## config.mk

```make
export PLATFORM = sky130hd
export DESIGN_NAME = rram_op_sequencer
export DESIGN_NICKNAME = d
export VERILOG_FILES = /design/src/rtl/rram_op_sequencer.sv
export SDC_FILE = /design/constraint.sdc
export NUM_CORES = 1
export LEC_CHECK = 0
export BUFFER_PORTS_ARGS = -buffer_cell sky130_fd_sc_hd__buf_2
export CORE_UTILIZATION = 51
export CTS_CLUSTER_DIAMETER = 200
export DETAILED_ROUTE_END_ITERATION = 10
export GPL_ROUTABILITY_DRIVEN = 1
export GPL_TIMING_DRIVEN = 0
export PLACE_DENSITY = 0.88
export SLEW_MARGIN = 10
export SYNTH_ARGS = -nofsm -noshare
export SYNTH_HDL_FRONTEND = slang
export SYNTH_SLANG_ARGS = --single-unit
```

## constraint.sdc

```tcl
create_clock -name clk -period 2.3 [get_ports clk]
set_input_delay 0.23 -clock clk [delete_from_list [all_inputs] [get_ports clk]]
set_output_delay 0.23 -clock clk [all_outputs]
set_load 0.01 [all_outputs]
```

## src/rtl/rram_op_sequencer.sv

```systemverilog
// rram_op_sequencer: accepts RRAM array instructions and sequences the periphery through timed write/read phases.
module rram_op_sequencer #(
  parameter int INSTR_W = 32,
  parameter int ARRAY_ROWS = 16,
  parameter int ARRAY_COLS = 16,
  parameter int ROW_AW = 4,
  parameter int COL_AW = 4,
  parameter int ADC_W = 4,
  parameter int WR_PULSE = 4,
  parameter int PRE_CYC = 2,
  parameter int SENSE_CYC = 3
) (
  input  logic clk,
  input  logic rst,
  input  logic instr_valid,
  output logic instr_ready,
  input  logic [INSTR_W-1:0] instruction,
  output logic [ARRAY_ROWS-1:0] wl_sel,
  output logic [ARRAY_COLS-1:0] bl_sel,
  output logic [ARRAY_COLS-1:0] sl_sel,
  output logic enable_wl,
  output logic enable_bl,
  output logic enable_sl,
  output logic drive_set,
  output logic pre,
  output logic saen_vsa,
  output logic saen_csa,
  output logic clk_en_adc,
  input  logic sa_in,
  input  logic [ADC_W-1:0] adc_in,
  output logic rsp_valid,
  output logic rsp_err,
  output logic [ADC_W-1:0] rsp_data,
  output logic busy
);
  localparam int MX = WR_PULSE > PRE_CYC ? (WR_PULSE > SENSE_CYC ? WR_PULSE : SENSE_CYC)
                                         : (PRE_CYC > SENSE_CYC ? PRE_CYC : SENSE_CYC);
  localparam int CW = $clog2(MX) + 1;
  localparam logic [3:0] OP_NOP = 4'h0, OP_SET = 4'h8, OP_RST = 4'h9;
  localparam logic [3:0] OP_VSA = 4'h1, OP_CSA = 4'h2, OP_ADC = 4'h3;
  typedef enum logic [2:0] {IDLE, SETUP, PULSE, RECOVER, PRECH, SENSE, DONE} state_t;
  state_t state;
  logic [CW-1:0] cnt;
  logic [3:0] op;
  logic [3:0] opc;
  logic [ROW_AW-1:0] row;
  logic [COL_AW-1:0] col;
  logic wr, rd, bad, unused_bits;
  assign opc = instruction[INSTR_W-1 -: 4];
  assign row = instruction[COL_AW+ROW_AW-1:COL_AW];
  assign col = instruction[COL_AW-1:0];
  assign wr = opc == OP_SET || opc == OP_RST;
  assign rd = opc == OP_VSA || opc == OP_CSA || opc == OP_ADC;
  assign bad = !(wr || rd || opc == OP_NOP) || 32'(row) >= ARRAY_ROWS || 32'(col) >= ARRAY_COLS;
  assign unused_bits = ^instruction[INSTR_W-5:COL_AW+ROW_AW];
  always_ff @(posedge clk) begin
    if (rst) begin
      state <= IDLE;
      cnt <= '0;
      op <= '0;
      instr_ready <= 1'b0;
      busy <= 1'b0;
      wl_sel <= '0;
      bl_sel <= '0;
      sl_sel <= '0;
      enable_wl <= 1'b0;
      enable_bl <= 1'b0;
      enable_sl <= 1'b0;
      drive_set <= 1'b0;
      pre <= 1'b0;
      saen_vsa <= 1'b0;
      saen_csa <= 1'b0;
      clk_en_adc <= 1'b0;
      rsp_valid <= 1'b0;
      rsp_err <= 1'b0;
      rsp_data <= '0;
    end else begin
      rsp_valid <= 1'b0;
      rsp_err <= 1'b0;
      case (state)
        IDLE: begin
          if (instr_valid && instr_ready) begin
            op <= opc;
            instr_ready <= 1'b0;
            busy <= 1'b1;
            if (bad || opc == OP_NOP) begin
              state <= DONE;
              rsp_valid <= 1'b1;
              rsp_err <= bad;
              rsp_data <= '0;
            end else begin
              state <= SETUP;
              wl_sel <= ARRAY_ROWS'(1) << row;
              bl_sel <= ARRAY_COLS'(1) << col;
              sl_sel <= wr ? ARRAY_COLS'(1) << col : '0;
              drive_set <= opc == OP_SET;
            end
          end else begin
            instr_ready <= 1'b1;
          end
        end
        // only legal write/read opcodes reach SETUP, so op[3] alone marks a write
        SETUP: begin
          if (op[3]) begin
            state <= PULSE;
            cnt <= CW'(WR_PULSE - 1);
            enable_sl <= 1'b1;
          end else begin
            state <= PRECH;
            cnt <= CW'(PRE_CYC - 1);
            pre <= 1'b1;
          end
          enable_wl <= 1'b1;
          enable_bl <= 1'b1;
        end
        PULSE: begin
          if (cnt == '0) begin
            state <= RECOVER;
            enable_wl <= 1'b0;
            enable_bl <= 1'b0;
            enable_sl <= 1'b0;
          end else begin
            cnt <= cnt - 1'b1;
          end
        end
        RECOVER: begin
          state <= DONE;
          rsp_valid <= 1'b1;
          rsp_data <= '0;
          wl_sel <= '0;
          bl_sel <= '0;
          sl_sel <= '0;
          drive_set <= 1'b0;
        end
        PRECH: begin
          if (cnt == '0) begin
            state <= SENSE;
            cnt <= CW'(SENSE_CYC - 1);
            pre <= 1'b0;
            saen_vsa <= op == OP_VSA;
            saen_csa <= op == OP_CSA;
            clk_en_adc <= op == OP_ADC;
          end else begin
            cnt <= cnt - 1'b1;
          end
        end
        SENSE: begin
          if (cnt == '0) begin
            state <= DONE;
            rsp_valid <= 1'b1;
            rsp_data <= op == OP_ADC ? adc_in : ADC_W'(sa_in);
            wl_sel <= '0;
            bl_sel <= '0;
            enable_wl <= 1'b0;
            enable_bl <= 1'b0;
            saen_vsa <= 1'b0;
            saen_csa <= 1'b0;
            clk_en_adc <= 1'b0;
          end else begin
            cnt <= cnt - 1'b1;
          end
        end
        DONE: begin
          state <= IDLE;
          busy <= 1'b0;
          instr_ready <= 1'b1;
        end
        default: state <= IDLE;
      endcase
    end
  end
endmodule

```

# Word-level counts from Yosys, hierarchy flattened
# Index checks and enable logic that the tools add are counted.
[totals]
reg_bits = 73
latch_bits = 0
mem_bits_rw = 0
mem_bits_ro = 0
inputBits = 40
wordCells = 130
memories = 0
[op_classes]
n_addsub = 1
multipliers = 0
n_div = 0
n_lt_le_gt_ge = 0
n_eq_ne = 24
n_shift = 2
muxes = 50
bitwise = 3
n_reduce_logical = 32
[ops]
columns = ["cell", "n"]
rows = [
  ["$mux 16", 8],
  ["$pmux 16 s3", 2],
  ["$pmux 16 s2", 1],
  ["$shl 1x4->16 const A", 2],
  ["$mux 3", 8],
  ["$ne 2x2->1 const B", 9],
  ["$pmux 1 s2", 9],
  ["$pmux 3 s6", 1],
  ["$eq 4x2->1 const B", 4],
  ["$mux 4", 4],
  ["$mux 1", 13],
  ["$pmux 4 s3", 1],
  ["$reduce_and 3->1", 4],
  ["$reduce_and 4->1", 3],
  ["$reduce_bool 2->1", 6],
  ["$eq 3x3->1 const B", 3],
  ["$pmux 3 s3", 1],
  ["$eq 4x1->1 const B", 2],
  ["$eq 4x4->1 const B", 2],
  ["$reduce_and 2->1", 4],
  ["$eq 3x2->1 const B", 2],
  ["$logic_not 3->1", 2],
  ["$logic_or 1x1->1", 6],
  ["$reduce_bool 3->1", 2],
  ["other kinds (11)", 13],
]

# Longest topological paths before layout
[depth]
depth_word = 10
ltp_mapped = 9
depth_no_buf = 6

# Worst setup path before layout
# OpenSTA, ideal clock, no wires.
[synth_timing]
path_kind = "flip-flop to flip-flop"
from = "register cnt[0]"
to = "register wl_sel[0]"
setup_time_ns = 0.101
arrival_ns = 1.792
path_slack_ns = 0.407
stages_incl_launch_ff = 10
n_path_buf = 3
cell_sequence = "dfxtp_1 inv_1 ha_1 nand4bb_4 a21bo_1 buf_6 and2_4 buf_6 buf_6 o41ai_1"
[synth_between]
elab_chain_cells = 3
[synth_lines]
columns = ["item", "line_no", "text"]
rows = [
  ["start: declaration", "43", "logic [CW-1:0] cnt;"],
  ["start signal: assignment", "106", "cnt <= CW'(WR_PULSE - 1);"],
  ["start signal: assignment", "110", "cnt <= CW'(PRE_CYC - 1);"],
  ["start signal: assignment", "123", "cnt <= cnt - 1'b1;"],
  ["$logic_not 3->1", "148", "if (cnt == '0) begin"],
  ["$ne 2x2->1 (no source line)", "n/a", ""],
  ["$reduce_and 4->1 (no source line)", "n/a", ""],
  ["end signal: assignment", "93", "wl_sel <= ARRAY_ROWS'(1) << row;"],
  ["end: declaration", "18", "output logic [ARRAY_ROWS-1:0] wl_sel,"],
]
# No other way between the ends.
# A chain may end at the register's enable or synchronous reset.

# Worst setup path after layout
[layout_timing]
from = "register cnt[0]"
to = "register bl_sel[9]"
[layout_between]
elab_chain_cells = 3
[layout_lines]
columns = ["item", "line_no", "text"]
rows = [
  ["$logic_not 3->1", "148", ""],
  ["$ne 2x2->1 (no source line)", "n/a", ""],
  ["$reduce_and 4->1 (no source line)", "n/a", ""],
  ["end signal: assignment", "94", "bl_sel <= ARRAY_COLS'(1) << col;"],
  ["end: declaration", "19", "output logic [ARRAY_COLS-1:0] bl_sel,"],
]
# No other way between the ends.

==> impl_metrics.ini <==
[critical_path]
critical_path_arrival_ns = 2.36
path_max_fanout = 10
crit_path_end_kind = register
crit_type = register to register
crit_required_ns = 2.56
start_kind = register

[routing]
vias = 3400
drt_drc_violations_left = 14
drt-initial-drc-count = 292
post_drt_wl_per_cell_um = 17.2
drt-total-wl_um = 9370
drt.antenna.violating_nets = 0
via_per_inst = 6.23
first_pass_iters = 8

[synth]
postSynthAreaPerCell_sq_um = 9.27
yosysWarnings = 0
synth_edf_count = 0
ys_ff_latch = 73
syn_area_sq_um = 3430
synthFlopType = dfxtp_1
syn_inst = 370
synth_nets = 412
synth_cell_types = 48
ys_seq_area_share_pct = 42.6
ys_async_sr_fraction_pct = 0

[pwr]
p_per_area_nw_per_um2 = 839
p_leak_nw = 1.65
vdd.ir_drop.worst_v = 0.000460

[global_routing]
antenna_found_initial = 0
grt_pass1_vias = 3157
grtUsageTotal_pct = 27.5
grt_start_max_net_pins = 14
grt_pass1_wl_um = 15400
overflow = 0

[layout]
nets = 506
area_delta_synth_final_pct = 20.2
drive_gt1_share_pct = 25.2
seq_area_sq_um = 1460
stdcell_area_sq_um = 4120
antenna_cells = 0
final_core_util_pct = 64.2
multiInputGateArea_sq_um = 1760
layout_commonest_cell = buf_2
nFillCells = 529
layout_common_cells = buf_2 (90), dfxtp_1 (73), nand4b_1 (52)

[place]
place_area_sq_um = 3940
dp_slack_ns = 0.148
dp_hpwl_um = 6570
place_congestion = 0.887
portBuffers = 83

[clocking]
clk_latency_ns = 0.36
clkTransAtPathRegs_ns = 0.08
cts_max_path_buffers = 2
numCtsBuffers = 9
cts_tree = done
htree_levels = 3
ctsHoldBuffers = 0
clock_sinks = 73
cts_root_buf = clkbuf_8
cts_setup_buffers = 0

[sta]
fmax_ghz = 0.477
tightest_slew_ns = 0.693
fin_crit_sh_pct = 91.1
timing.final.crit_period_ns = 2.10
hold_ws_ns = 0.127
max-slew-margin-rel_pct = 53.8
clock_skew_ns = 0.00795
rsz0062_at_grt = false
setup_viol = 0
hold_viol = 0
tns_ns = 0
fin_ws_ns = 0.204
finalMaxSlewViolations = 0

[die]
start_util_pct = 53.4
die_w_um = 84.0
core.rowCount = 29
ios = 104
die_h_um = 84.0
core_area_sq_um = 6420
die_area_sq_um = 7060

[min_path]
min_path_type = input port to register

[run_status]
violations = design-rule violations
status = finished with violations

[job]
drv_cap = 0
[repair_timing]
| action | in CTS | in global routing |
|---|---|---|
| resized for setup | 0 | 1 |
| endpoints found under the setup margin | 0 | 2 |
| hold endpoints to repair | 0 | 0 |
[layout make-up]
type | instances | area share, %
plain buffers | 40 | 4.67
clock buffers | 10 | 3.34
clock inverters | 6 | 1.03
inverters | 4 | 0.364
multi-input cells | 253 | 42.7
flip-flops and latches | 73 | 35.4
well taps | 77 | 2.34
repair buffers | 83 | 10.1
[metrics by stage]
step	std cells	power (W)
global route	546	0.00365
global placement	530	0.00250
finish	546	0.00346
detailed placement	530	0.00254
CTS	546	0.00345
floorplan	370	0.00225
[Yosys cell counts, types with 2 or more instances]
library cell  number  area, sq um
dfxtp_1           73         1460
nand4b_1          52          455
o31ai_1           45          338
nand2_1           25         93.8
clkbuf_1          23         86.3
a21oi_1           17         85.1
nor2_1            15         56.3
nand2b_1          14         87.6
nor2b_1            8         50.1
nor3_1             8         40.0
o21ai_0            8         40.0
buf_2              7         35.0
nand3_1            6         30.0
nand3b_1           6         45.0
a31oi_1            5         31.3
buf_1              5         18.8
o41ai_1            5         43.8
buf_6              4         45.0
inv_1              4         15.0
mux2i_1            4         40.0
or3_1              3         18.8
a211oi_1           2         15.0
a21boi_0           2         15.0
a221oi_1           2         17.5
and2_1             2         12.5
ha_1               2         25.0
nand4bb_1          2         22.5
[routing by layer]
metal	GRT usage (%)	vias up	routed length, um
li1	-	1597	-
met1	34.6	1623	3990
met2	43.9	162	4450
met3	9.10	18	801
met4	9.87	0	125
met5	0	-	0
[critical path, cell delays in order, from the launching register on]
cell       delay [ns]
dfxtp_1          0.36
inv_1            0.13
ha_2             0.26
nand4bb_4        0.16
a21bo_1          0.23
buf_6            0.14
and2_4           0.15
buf_6            0.12
buf_2            0.18
o31ai_1          0.28
[worst paths after layout]
kind | depth (start not counted) | slack, ns | from | to
worst max-delay path | 9 | 0.20 | cnt[0]$_SDFFE_PP0P_ | bl_sel[9]$_SDFFE_PP0P_
worst min-delay path | 3 | 0.13 | adc_in[3] | rsp_data[3]$_SDFFE_PP0P_
worst max register to register | 9 | 0.20 | cnt[0]$_SDFFE_PP0P_ | bl_sel[9]$_SDFFE_PP0P_
worst min register to register | 2 | 0.45 | saen_csa$_SDFFE_PP0P_ | saen_csa$_SDFFE_PP0P_
[flip-flops by register name, indices dropped and copies added (netlist names), 3 cells and up]
register / count
bl_sel: 16
state: 3
wl_sel: 16
cnt: 3
op: 4
rsp_data: 4
sl_sel: 16
[power by group]
part	switching, W	internal, W	total [W]
registers	0.0000794	0.00135	0.00143
clock network	0.000500	0.000422	0.000922
logic	0.000673	0.000432	0.00111
[kinds of logic after synthesis]
logic type               after synthesis  synth area share, %
AND/OR/NAND/NOR                      149                 29.2
AO/OA/AOI/OAI                         95                 19.4
flip-flops                            73                 42.6
buffers and inverters                 44                 6.06
multiplexers                           5                 1.50
XOR/XNOR                               2                0.511
adder cells (fa/ha/maj)                2                0.730
Power figures use the tool's default switching activity.
